`src/rtl/nibble_serial_adder.sv`:
```
// Nibble-serial adder: computes a + b + cin one 4-bit slice per clock,
// LSB first, behind a valid/ready handshake on both the operand side and
// the result side. The result stays on sum/cout until the next operation
// overwrites it.
module nibble_serial_adder #(
    parameter int WIDTH = 16
) (
    input  logic             clk,
    input  logic             rst,
    input  logic             in_valid,
    output logic             in_ready,
    input  logic [WIDTH-1:0] a,
    input  logic [WIDTH-1:0] b,
    input  logic             cin,
    output logic             out_valid,
    input  logic             out_ready,
    output logic [WIDTH-1:0] sum,
    output logic             cout,
    output logic             busy
);

    localparam int N  = WIDTH / 4;
    localparam int IW = (N > 1) ? $clog2(N) : 1;
    localparam logic [IW-1:0] LAST_IDX = IW'(N - 1);

    typedef enum logic [1:0] {
        IDLE = 2'd0,
        RUN  = 2'd1,
        DONE = 2'd2
    } state_t;

    state_t          state;
    state_t          next_state;

    logic [WIDTH-1:0] a_reg;
    logic [WIDTH-1:0] b_reg;
    logic             carry_reg;
    logic [IW-1:0]    idx;

    logic [3:0]       a_nib;
    logic [3:0]       b_nib;
    logic [4:0]       slice_sum;
    logic             accept;
    logic             last_slice;
    logic             retire;

    assign accept     = in_valid & in_ready;
    assign retire     = out_valid & out_ready;
    assign last_slice = (idx == LAST_IDX);
    assign a_nib      = a_reg[{idx, 2'b00} +: 4];
    assign b_nib      = b_reg[{idx, 2'b00} +: 4];

    // 4-bit full add of the current slice plus the carry from the previous one
    always_comb begin
        slice_sum = {1'b0, a_nib} + {1'b0, b_nib} + {4'b0000, carry_reg};
    end

    // State register; reset aborts any operation in flight
    always_ff @(posedge clk or posedge rst) begin
        if (rst) begin
            state <= IDLE;
        end else begin
            state <= next_state;
        end
    end

    // Next-state logic: accept in IDLE, one slice per cycle in RUN, hold DONE until retired
    always_comb begin
        next_state = state;
        case (state)
            IDLE: if (accept)     next_state = RUN;
            RUN:  if (last_slice) next_state = DONE;
            DONE: if (retire)     next_state = IDLE;
            default:              next_state = IDLE;
        endcase
    end

    // Handshake and status outputs are plain decodes of the registered state
    always_comb begin
        in_ready  = (state == IDLE);
        busy      = (state == RUN);
        out_valid = (state == DONE);
    end

    // Datapath: capture operands on accept, then ripple one nibble per RUN cycle
    always_ff @(posedge clk or posedge rst) begin
        if (rst) begin
            a_reg     <= '0;
            b_reg     <= '0;
            carry_reg <= 1'b0;
            idx       <= '0;
            sum       <= '0;
            cout      <= 1'b0;
        end else if (state == IDLE) begin
            if (accept) begin
                a_reg     <= a;
                b_reg     <= b;
                carry_reg <= cin;
                idx       <= '0;
            end
        end else if (state == RUN) begin
            sum[{idx, 2'b00} +: 4] <= slice_sum[3:0];
            carry_reg              <= slice_sum[4];
            if (last_slice) begin
                cout <= slice_sum[4];
                idx  <= '0;
            end else begin
                idx  <= idx + 1'b1;
            end
        end
    end

endmodule

```
`config.mk`:
```
export PLATFORM = sky130hd
export DESIGN_NAME = nibble_serial_adder
export DESIGN_NICKNAME = d
export VERILOG_FILES = /design/src/rtl/nibble_serial_adder.sv
export SDC_FILE = /design/constraint.sdc
export NUM_CORES = 1
export LEC_CHECK = 0
export ABC_AREA = 1
export CAP_MARGIN = 20
export CORE_MARGIN = 2
export CORE_UTILIZATION = 55
export CTS_CLUSTER_DIAMETER = 120
export CTS_CLUSTER_SIZE = 20
export DETAILED_ROUTE_END_ITERATION = 16
export GPL_ROUTABILITY_DRIVEN = 0
export HOLD_SLACK_MARGIN = 0.15
export PLACE_DENSITY = 0.82
export SETUP_SLACK_MARGIN = 0.2
export SLEW_MARGIN = 0
export SYNTH_ARGS = -nofsm -noshare
export SYNTH_HDL_FRONTEND = slang
export SYNTH_SLANG_ARGS = --single-unit
```
`constraint.sdc`:
```
create_clock -name clk -period 5.3 [get_ports clk]
set_input_delay 1.325 -clock clk [delete_from_list [all_inputs] [get_ports clk]]
set_output_delay 1.325 -clock clk [all_outputs]
set_load 0.05 [all_outputs]
```
# Yosys cells after proc, flatten, opt, wreduce, memory -nomap -nowiden
# Cells that the tools add are included.
[totals]
regBits = 54
input_bits = 37
output_inout_bits = 20
elab_cells = 43
[op_classes]
n_addsub = 4
n_eq_ne = 6
shifts = 4
muxes = 12
bitwise = 3
n_reduce_logical = 7
[ops]
columns = ["cell", "n"]
rows = [
  ["16-bit by 5-bit indexed part select with 4-bit output", 2],
  ["16-bit bitwise mux", 1],
  ["4-bit by 6-bit variable shift with 16-bit output, first input constant", 1],
  ["4-bit by 6-bit indexed part select with 16-bit output", 1],
  ["2-bit two-way mux", 7],
  ["2-bit by 1-bit != test with 1-bit output, second input constant", 3],
  ["4-bit negator with 6-bit output", 1],
  ["2-bit case mux with 3 select lines", 1],
  ["2-bit AND reduction", 3],
  ["3-bit AND reduction", 2],
  ["4-bit by 4-bit adder with 5-bit output", 1],
  ["5-bit by 1-bit adder with 5-bit output", 1],
  ["2-bit equality test, second input constant", 2],
  ["1-bit two-way mux", 3],
  ["2-bit by 1-bit adder with 2-bit output, second input constant", 1],
  ["1-bit bitwise AND", 2],
  ["2-bit by 1-bit equality test with 1-bit output, second input constant", 1],
  ["2-bit logical NOT", 1],
  ["2-bit nonzero test", 1],
  ["1-bit inverter", 1],
]

# Depth between registers and ports, before layout
[logic_depth]
word_depth = 5
depth_mapped = 12
ltp_nobuf = 10

# Least setup slack after synthesis
# Ideal clock, no wire load.
[synth_path]
path_type = "register to output"
start = "reg state[1]"
end = "out out_valid"
t_arrival_ns = 1.119
t_required_ns = 3.975
path_slack_ns = 2.856
stages_incl_launch_ff = 3
path_buffers = 0
cell_sequence = "dfrtp_1 inv_1 nor2_1"
[synth_between]
elab_chain_len = 1
[synth_rtl]
columns = ["item", "line", "text"]
rows = [
  ["from (decl)", "32", "state_t state;"],
  ["from (signal assigned)", "63", "state <= next_state;"],
  ["2-bit equality test", "82", "out_valid = (state == DONE);"],
  ["to (decl)", "15", "output logic out_valid,"],
]
# Every way passes these cells.

# Worst setup path after layout
[layout_path]
start = "reg idx[0]"
end = "reg sum[14]"
[layout_between]
elab_chain_len = 5
word_cells_on_any_way = 8
cone_classes = "add/sub: 3; shift: 4; mux: 1"
[layout_rtl]
columns = ["item", "line", "text"]
rows = [
  ["from (decl)", "38", "logic [IW-1:0] idx;"],
  ["from (signal assigned)", "108", "idx <= idx + 1'b1;"],
  ["16-bit by 5-bit indexed part select with 4-bit output, on equally long branches", "50, 51", ""],
  ["4-bit by 4-bit adder with 5-bit output", "55", "slice_sum = {1'b0, a_nib} + {1'b0, b_nib} + {4'b0000, carry_reg};"],
  ["5-bit by 1-bit adder with 5-bit output", "55", ""],
  ["4-bit by 6-bit indexed part select with 16-bit output", "102", "sum[{idx, 2'b00} +: 4] <= slice_sum[3:0];"],
  ["16-bit bitwise mux (*)", "102", ""],
  ["to (signal, indexed assignment)", "102", ""],
  ["to (decl)", "17", "output logic [WIDTH-1:0] sum,"],
]
# Mark *: on every way between the ends. The rest lies on a longest branch, timed or not.
# A chain may end at the register's enable or synchronous reset.

==> flow_metrics.tcl <==
set metrics [dict create \
    ctsHoldBuffers 0 \
    p_int_uw 1190 \
    rsz0062_at_grt "false" \
    cp_max_fo 28 \
    critical_path_arrival_ns 3.56 \
    cts.htree.levels 2 \
    layoutNonFillerInstCount 419 \
    clock-sinks 54 \
    syn-cell-area_sq_um 2670 \
    totalWireLength_mm 5.58 \
    path_cells "inv_1 > o21ai_0 > o22ai_1 > fa_1 > fa_1 > xor2_1 > nand3_1 > o21ai_2" \
    p_sw_share_pct 48.5 \
    final_nets 413 \
    mostFrequentLayoutCells "nand2_1, clkdlybuf4s50_1, dfrtp_1, nor2_1, o21ai_0" \
    cts.reportedPaths.clkPinSlew_ns 0.09 \
    cts_tree "done" \
    clockBufferDepth 2 \
    synthCells 312 \
    outcome "complete, no violations" \
    r2r-start "idx[0]" \
    grt_use_total_pct 23.1 \
    drt_iter0_markers 96 \
    crit_start "idx[0]" \
    drt_pass1_iterations 4 \
    antenna_left 0 \
    ir_worst_vdd_mv 0.271 \
    clk_latency_ns 0.31 \
    io_pins 57 \
    grt.overflow.total 0 \
    start_util_pct 56.8 \
    finalSetupTns_ns 0 \
    cts_resized 0 \
    drc 0 \
    ys_types 27 \
    power_leakage_uw 0.00165 \
    post_drt_via_cell_ratio 5.25 \
    hold_slack_ns 0.485 \
    share_comb_of_total_power_pct 56.0 \
    switchingPower_uw 1120 \
    numCtsBuffers 5 \
    core_sq_um 4690 \
    area_growth_pct 26.2 \
    critPathKind "reg2reg" \
    route.vias.total 2201 \
    ys_ff_latch 54 \
    die_w_um 73.6 \
    wire_per_inst_um 13.3 \
    grt_pass1_wl_mm 9.49 \
    min_period_ns 3.31 \
    cts_root_buffer "clkbuf_8" \
    dp_hpwl_mm 3.97 \
    dp_cells 411 \
    fin_worst_skew_ns 0.00734 \
    worst_pin_slew_ns 0.780 \
    drive_gt1_share_pct 8.22 \
    hold_violations 0 \
    slowest_stage "dfrtp_1" \
    seqPwrFrac_pct 31.7 \
    ys_seq_area_share_pct 50.7 \
    slowest_delay_ns 0.86 \
    finalCritPeriodShare_pct 62.5 \
    maxSlewHeadroom_pct 48.0 \
    drv_slew 0 \
    final_common_cell "nand2_1" \
    grt_max_degree 55 \
    n_antenna_cell 0 \
    ys.warnings.count 0 \
    power_frac_clock_pct 12.2 \
    power.total_uw 2300 \
    start_kind "register" \
    die_area_sq_um 5420 \
    io_buffers 56 \
    synth_nets 360 \
    cp-end-kind "register" \
    maxCapViolations 0 \
    rows 25 \
    syn-mean-instance-area_sq_um 8.55 \
    fmax_mhz 302 \
    hold_start "cout" \
    p_per_area_nw_per_um2 685 \
    grt_pass1_vias 2135 \
    min_path_type "reg2reg" \
    setup_violations 0 \
    postCtsSetupBuffers 0 \
    antenna_found_initial 0 \
    cp_data_required_time_ns 5.55 \
    crit_top_cell "fa_1" \
    die_h_um 73.6 \
]
## worst paths after layout
check / to / slack (ns) / cells after the start
max in group asynchronous: b_reg[0] / 3.52 / 3
worst min register to register: cout / 0.49 / 2
worst max register to register: sum[14] / 1.99 / 8
worst min-delay path: cout / 0.49 / 2
worst max-delay path: sum[14] / 1.99 / 8
min in group asynchronous: a_reg[6] / 1.28 / 2
## layer usage
| layer | wire, um | track usage [%] |
|---|---|---|
| met5 | 0 | 0 |
| met4 | 126 | 9.09 |
| met3 | 224 | 5.49 |
| met2 | 2740 | 38.2 |
| met1 | 2490 | 29.2 |
## final cells by class
cell class                      count  area (sq um)
Sequential cell                    54          1350
Inverter                           17          78.8
Fill cell                         388          1330
Timing Repair Buffer               57           581
Clock buffer                        6          82.6
Multi-Input combinational cell    230          1170
Clock inverter                      1          30.0
Tap cell                           54          67.6
## through the flow
step                cell area [sq um]  util (%)  worst slack [ns]
floorplan                        2670         -              2.66
global placement                 3230      68.9              2.16
detailed placement               3230      68.9              2.02
CTS                              3340      71.3              2.01
global route                     3360      71.7              1.71
finish                           3360      71.7              1.99
## power by group through the flow
| stage | Combinational [uW] | Sequential, uW | Clock [uW] |
|---|---|---|---|
| after floorplan | 887 | 810 | 0 |
| after global placement | 1250 | 732 | 0 |
| after detailed placement | 1290 | 734 | 0 |
| after CTS | 1300 | 729 | 283 |
| after global routing | 1450 | 752 | 298 |
| final | 1290 | 731 | 282 |
## critical path, delay by kind of cell, from the launching register on
family                     cells  cell delay, ns
buffers and inverters          1            0.50
DFF                            1            0.86
AOI/OAI and AO/OA              3            0.59
xor gates and xnor gates       1            0.26
adders and majority gates      2            0.88
and+or+nand+nor                1            0.18
## cells by family after synthesis
logic type,count (synthesis),synth area share [%]
xor+xnor,1,0.329
simple gates,175,28.1
compound gates,43,9.85
flops,54,50.7
fa+ha+maj,11,5.73
buf+inv,28,5.30
## cells in the mapped netlist
| cell | number | share of area, % |
|---|---|---|
| nor2_2 | 1 | 0.23 |
| buf_4 | 4 | 1.1 |
| a22o_1 | 3 | 0.99 |
| inv_1 | 12 | 1.7 |
| a21oi_1 | 2 | 0.38 |
| clkinv_1 | 1 | 0.14 |
| clkbuf_2 | 1 | 0.19 |
| nor2_1 | 22 | 3.1 |
| inv_4 | 1 | 0.23 |
| dfrtp_1 | 54 | 51 |
| ha_1 | 9 | 4.2 |
| nand4_2 | 1 | 0.47 |
| nand2_1 | 133 | 19 |
| clkbuf_1 | 2 | 0.28 |
| nand3_1 | 7 | 1.3 |
| nor2_4 | 4 | 1.7 |
| xor2_1 | 1 | 0.33 |
| fa_1 | 2 | 1.5 |
| nand2_4 | 5 | 2.1 |
| o21ai_0 | 22 | 4.1 |
| o21ai_2 | 6 | 2.0 |
| inv_2 | 2 | 0.28 |
| nand4_1 | 2 | 0.47 |
| o22ai_1 | 9 | 2.1 |
| buf_2 | 4 | 0.75 |
| o31ai_1 | 1 | 0.28 |
| clkinv_8 | 1 | 0.61 |
Power figures use the tool's default switching activity.
==> RTL edit 1: new RTL, same flow settings <==
Re-encode `state_t` (3 states) as one-hot, 3 bits wide.
--- a/src/rtl/nibble_serial_adder.sv
+++ b/src/rtl/nibble_serial_adder.sv
@@ -25,6 +25,6 @@
 
-    typedef enum logic [1:0] {
-        IDLE = 2'd0,
-        RUN  = 2'd1,
-        DONE = 2'd2
+    typedef enum logic [2:0] {
+        IDLE = 3'b001,
+        RUN  = 3'b010,
+        DONE = 3'b100
     } state_t;
Behaviour: no difference found for any inputs over 10 cycles, from zero or initial values and one cycle with rst high; not proved beyond that.
==> RTL edit 1 against the unedited design <==
- wire length decreased by 0.63%
- power down 10%
- die area is 0.71% higher
- register-to-register slack better by 0.08 ns
- synthesized area rose by 0.75%
- final area is 0.33% lower
- worst setup slack improved by 0.019 ns
- largest cell class unchanged
- sequential cell count up 1
==> RTL edit 1: results (changes against the unedited design) <==
clocking:
  cts_resized: 0  # unchanged
  numCtsBuffers: 5  # unchanged
  cts-root-buf: "clkbuf_8"
  clkLatencyLatePin_ns: 0.31  # about the same
  cts_htree_levels: 2  # unchanged
  post_cts_buffers: 0  # unchanged
  clk_pin_slew_worst_paths_ns: 0.10
  clk_path_buf_depth: 2  # unchanged
global_routing:
  grt_pass1_wl_um: 9560  # +0.73%
  first_global_vias: 2141  # +0.28%
  grt_max_degree: 56  # +1.8%
  track_usage: 0.228  # -0.00255
  antenna_found_initial: 0  # unchanged
placed_design:
  pre_cts_slack_ns: 2.13  # +0.110 ns
  placed_cells: 435  # +5.8%
  dpl.hpwl_um: 4060  # +2.3%
  port_buffers: 56  # unchanged
synthesis:
  synthCells: 323  # +3.5%
  async_reset_ff_frac: 1.00  # unchanged
  yosys-top-cells-count: "134 x nand2_1, 54 x dfrtp_1, 22 x inv_1"
  synth_warnings: 0  # unchanged
  synth_seq_area_share: 0.513  # +0.00600
  ys.flop_type: "dfrtp_1"
  yosysUniqueCellTypes: 30  # +11%
  synthesis.nets: 371  # +3.1%
  synth.area.top_cells: "dfrtp_1 50%, nand2_1 19%, ha_1 4.2%"
final_layout:
  n_fill_cell: 386  # -0.52%
  area_growth_pct: 24.8
  drive_gt1_frac: 0.0584  # -0.0238
  antenna_cells: 0  # unchanged
  finalNetCount: 424  # +2.7%
critical_path:
  crit_fanout: 8  # -71%
  arrival_ns: 1.97  # -1.59 ns
  cp_slowest_cell: "clkdlybuf4s50_1"
  cpLargestDelayFamily: "buffers and inverters"
  crit_path_max_incr_delay_ns: 0.83  # -0.03 ns
route:
  dr.pass1.iters: 4  # unchanged
  wire_per_inst_um: 12.5  # -6.2%
  vias: 2247  # +2.1%
  wl_um: 5540  # -0.63%
  drt-initial-drc-count: 108  # +13%
timing:
  finalClockSkew_ns: 0.0104  # +0.00307 ns
  maxSlewHeadroom: 0.494  # +0.0139
  setup_tns_ns: 0  # unchanged
min_path:
  hold_class: "reg -> reg"
pwr:
  peakVddDrop_uv: 288  # +5.9%
  p_leak_nw: 1.64  # -0.87%
outcome:
  status: "complete, no violations"
-- RTL edit 1: cell types whose count changed after synthesis, sizes merged, moves of 2 or more --
cell | unedited run | this run
nor2 | 27 | 19
nand3 | 7 | 10
nand2 | 138 | 136
o21ai | 28 | 30
clkinv | 2 | 0
nand4 | 3 | 6
a32oi | 0 | 2
a22o | 3 | 0
inv | 15 | 28
-- RTL edit 1: layout make-up --
cell class | count | area share
flip-flops and latches | 55 | 0.411
clock inverters | 1 | 0.00149
inverters | 28 | 0.0321
multi-input cells | 229 | 0.335
clock buffers | 7 | 0.0228
repair buffers | 57 | 0.173
well taps | 67 | 0.0250
-- RTL edit 1: final timing paths --
check / startpoint / to / slack, ns / cells after the start
worst max-delay path: state[2] / busy / 2.01 / 4
worst min-delay path: a_reg[10] / a_reg[10] / 0.48 / 2
worst max register to register: idx[0] / sum[5] / 2.07 / 9
worst min register to register: a_reg[10] / a_reg[10] / 0.48 / 2
max in group asynchronous: rst / state[0] / 3.30 / 3
min in group asynchronous: rst / carry_reg / 1.39 / 2
-- RTL edit 1: cells by family (layout without fill, tap and decap cells) --
| family | Yosys count | in the layout | synth area share |
|---|---|---|---|
| and+or+nand+nor | 173 | 173 | 0.268 |
| AOI/OAI and AO/OA | 44 | 44 | 0.0894 |
| DFF | 55 | 55 | 0.513 |
| xor gates and xnor gates | 1 | 1 | 0.00326 |
| adders and majority gates | 11 | 11 | 0.0568 |
| buffers and inverters | 39 | 93 | 0.0694 |
-- RTL edit 1: where the power goes --
group	internal [W]	leakage (nW)	switching [W]
clock	0.0000932	0.0422	0.000131
combinational	0.000396	0.891	0.000721
sequential	0.000592	0.707	0.000135
-- RTL edit 1: per-layer routing --
metal / GRT usage / up-vias / share of wire
met5: 0 / - / 0
met2: 0.369 / 58 / 0.50
li1: - / 1133 / -
met1: 0.310 / 1049 / 0.44
met4: 0.0687 / 0 / 0.012
met3: 0.0466 / 7 / 0.045
-- RTL edit 1: tightest hold or removal path, delay by kind of cell (launching register included) --
family	cells	cell delay, ns
flip-flops	1	0.35
AND/OR/NAND/NOR	2	0.12
-- RTL edit 1: through the flow --
stage	utilization	area, um2	hold slack [ns]	total power (W)
CTS	0.706	3330	0.484	0.00207
floorplan	-	2690	0.444	0.00156
finish	0.710	3350	0.485	0.00207
global route	0.710	3350	0.510	0.00226
detailed placement	0.688	3250	0.460	0.00185
global placement	0.688	3250	0.461	0.00181
==> RTL edit 2: new RTL, same flow settings <==
Made on the original files. Set the parameter `WIDTH` to 8 (it was 16).
--- a/src/rtl/nibble_serial_adder.sv
+++ b/src/rtl/nibble_serial_adder.sv
@@ -5,3 +5,3 @@
 module nibble_serial_adder #(
-    parameter int WIDTH = 16
+    parameter int WIDTH = 8
 ) (
Ports: changed (resized a, b and sum); port bits go from 57 to 33. No check against the original RTL was run, so the function may have changed too.
==> RTL edit 2 against the unedited design <==
- worst setup slack gained 0.15 ns
- sequential cell count is 25 lower
- final area shrank 47%
- die area fell by 45%
- synthesized area decreased by 48%
- power is 44% lower
- global-route usage down 0.16 points
- synthesized cell count decreased by 47%
- wire length shrank 49%
- hold slack got worse by 0.0045 ns
==> RTL edit 2: results (changes against the unedited design) <==
global_routing:
  track_usage: 0.229  # -0.00162
  first_global_vias: 1122  # -47%
  grt_max_degree: 30  # -45%
  grt_pass1_wl_um: 4620  # -51%
pwr:
  p_leak_nw: 0.922  # -44%
  peakVddDrop_uv: 415  # +53%
min_path:
  whs_endpoint: "sum[6]"
  hold_path.startpoint: "sum[6]"
  whs_path_depth: 2  # unchanged
  hold_class: "reg -> reg"
synthesis:
  yosysUniqueCellTypes: 21  # -22%
  synth_xor_area_frac: 0.00628  # +0.00299
  synthCells: 165  # -47%
  synthAdderAreaFrac: 0.0556  # -0.00164
  synth_seq_area_share: 0.520  # +0.0134
  yosys-top-cells-count: "83 x nand2_1, 29 x dfrtp_1, 10 x inv_1, 10 x nand3_1, 7 x o21ai_0"
  synth_warnings: 0  # unchanged
  async_reset_ff_frac: 1.00  # unchanged
  synth-compound-area-share: 0.0502  # -0.0483
  synth.area.top_cells: "dfrtp_1 52%, nand2_1 22%, nand3_1 3.6%"
  synth_mux_area_frac: 0  # unchanged
  synthesis.nets: 191  # -47%
critical_path:
  crit_fanout: 5  # -82%
  ff2ff_setup_slack_ns: 3.03  # +1.04 ns
  reg2reg_to: "cout"
  cpLargestDelayFamily: "buffers and inverters"
  crit_path_max_incr_delay_ns: 0.79  # -0.07 ns
  timing.rr.start: "idx"
  critPathCapture: "busy"
  cp_slowest_cell: "clkdlybuf4s50_1"
  crit_path_start: "state[1]"
  reg2reg_depth: 8  # unchanged
final_layout:
  finalNetCount: 228  # -45%
  area_growth_pct: 28.7
  antenna_cells: 0  # unchanged
  drive_gt1_frac: 0.0792  # -0.00298
  n_fill_cell: 199  # -49%
placed_design:
  placed_cells: 224  # -45%
  dpl_cell_area_um2: 1730  # -47%
  pre_cts_slack_ns: 2.49  # +0.465 ns
  port_buffers: 32  # -43%
  dpl.hpwl_um: 2090  # -47%
clocking:
  clkLatencyLatePin_ns: 0.33  # +0.02 ns
  post_cts_buffers: 0  # unchanged
  clk_pin_slew_worst_paths_ns: 0.08
  cts_resized: 0  # unchanged
  cts-root-buf: "clkbuf_4"
  clk_path_buf_depth: 2  # unchanged
  cts_htree_levels: 2  # unchanged
outcome:
  status: "complete, no violations"
route:
  drt-initial-drc-count: 15  # -84%
  viasPerCell: 5.00  # -4.9%
  vias: 1159  # -47%
  wire_per_inst_um: 12.3  # -7.8%
timing:
  finalClockSkew_ns: 0.00427  # -0.00307 ns
  post-route-period-util: 0.597  # -0.0284
  whs_ns: 0.481  # -0.00453 ns
  tightest_slew_ns: 0.596  # -0.184 ns
-- RTL edit 2: cell type report --
| type | count | area share |
|---|---|---|
| sequential | 29 | 0.404 |
| clock buffer | 7 | 0.0307 |
| multi-input combinational | 119 | 0.325 |
| timing repair buffer | 33 | 0.187 |
| tap | 30 | 0.0209 |
| inverter | 14 | 0.0321 |
-- RTL edit 2: where the power goes --
part,total [W],internal (W),switching [W]
Clock,0.000135,0.0000624,0.0000724
Sequential,0.000406,0.000330,0.0000753
Combinational,0.000748,0.000260,0.000488
Total,0.00129,0.000652,0.000636
-- RTL edit 2: layer usage --
metal / share of wire / track usage
met1: 0.42 / 0.234
met2: 0.50 / 0.412
met3: 0.062 / 0.0902
met4: 0.019 / 0.0958
met5: 0 / 0
-- RTL edit 2: worst reg2reg max path, stage by stage, from the launching register on --
cell	delay (ns)
dfrtp_1	0.62
inv_2	0.17
nand2_1	0.10
nand2_1	0.07
fa_1	0.43
fa_1	0.42
nand3_1	0.13
nand3_1	0.11
o21a_1	0.12
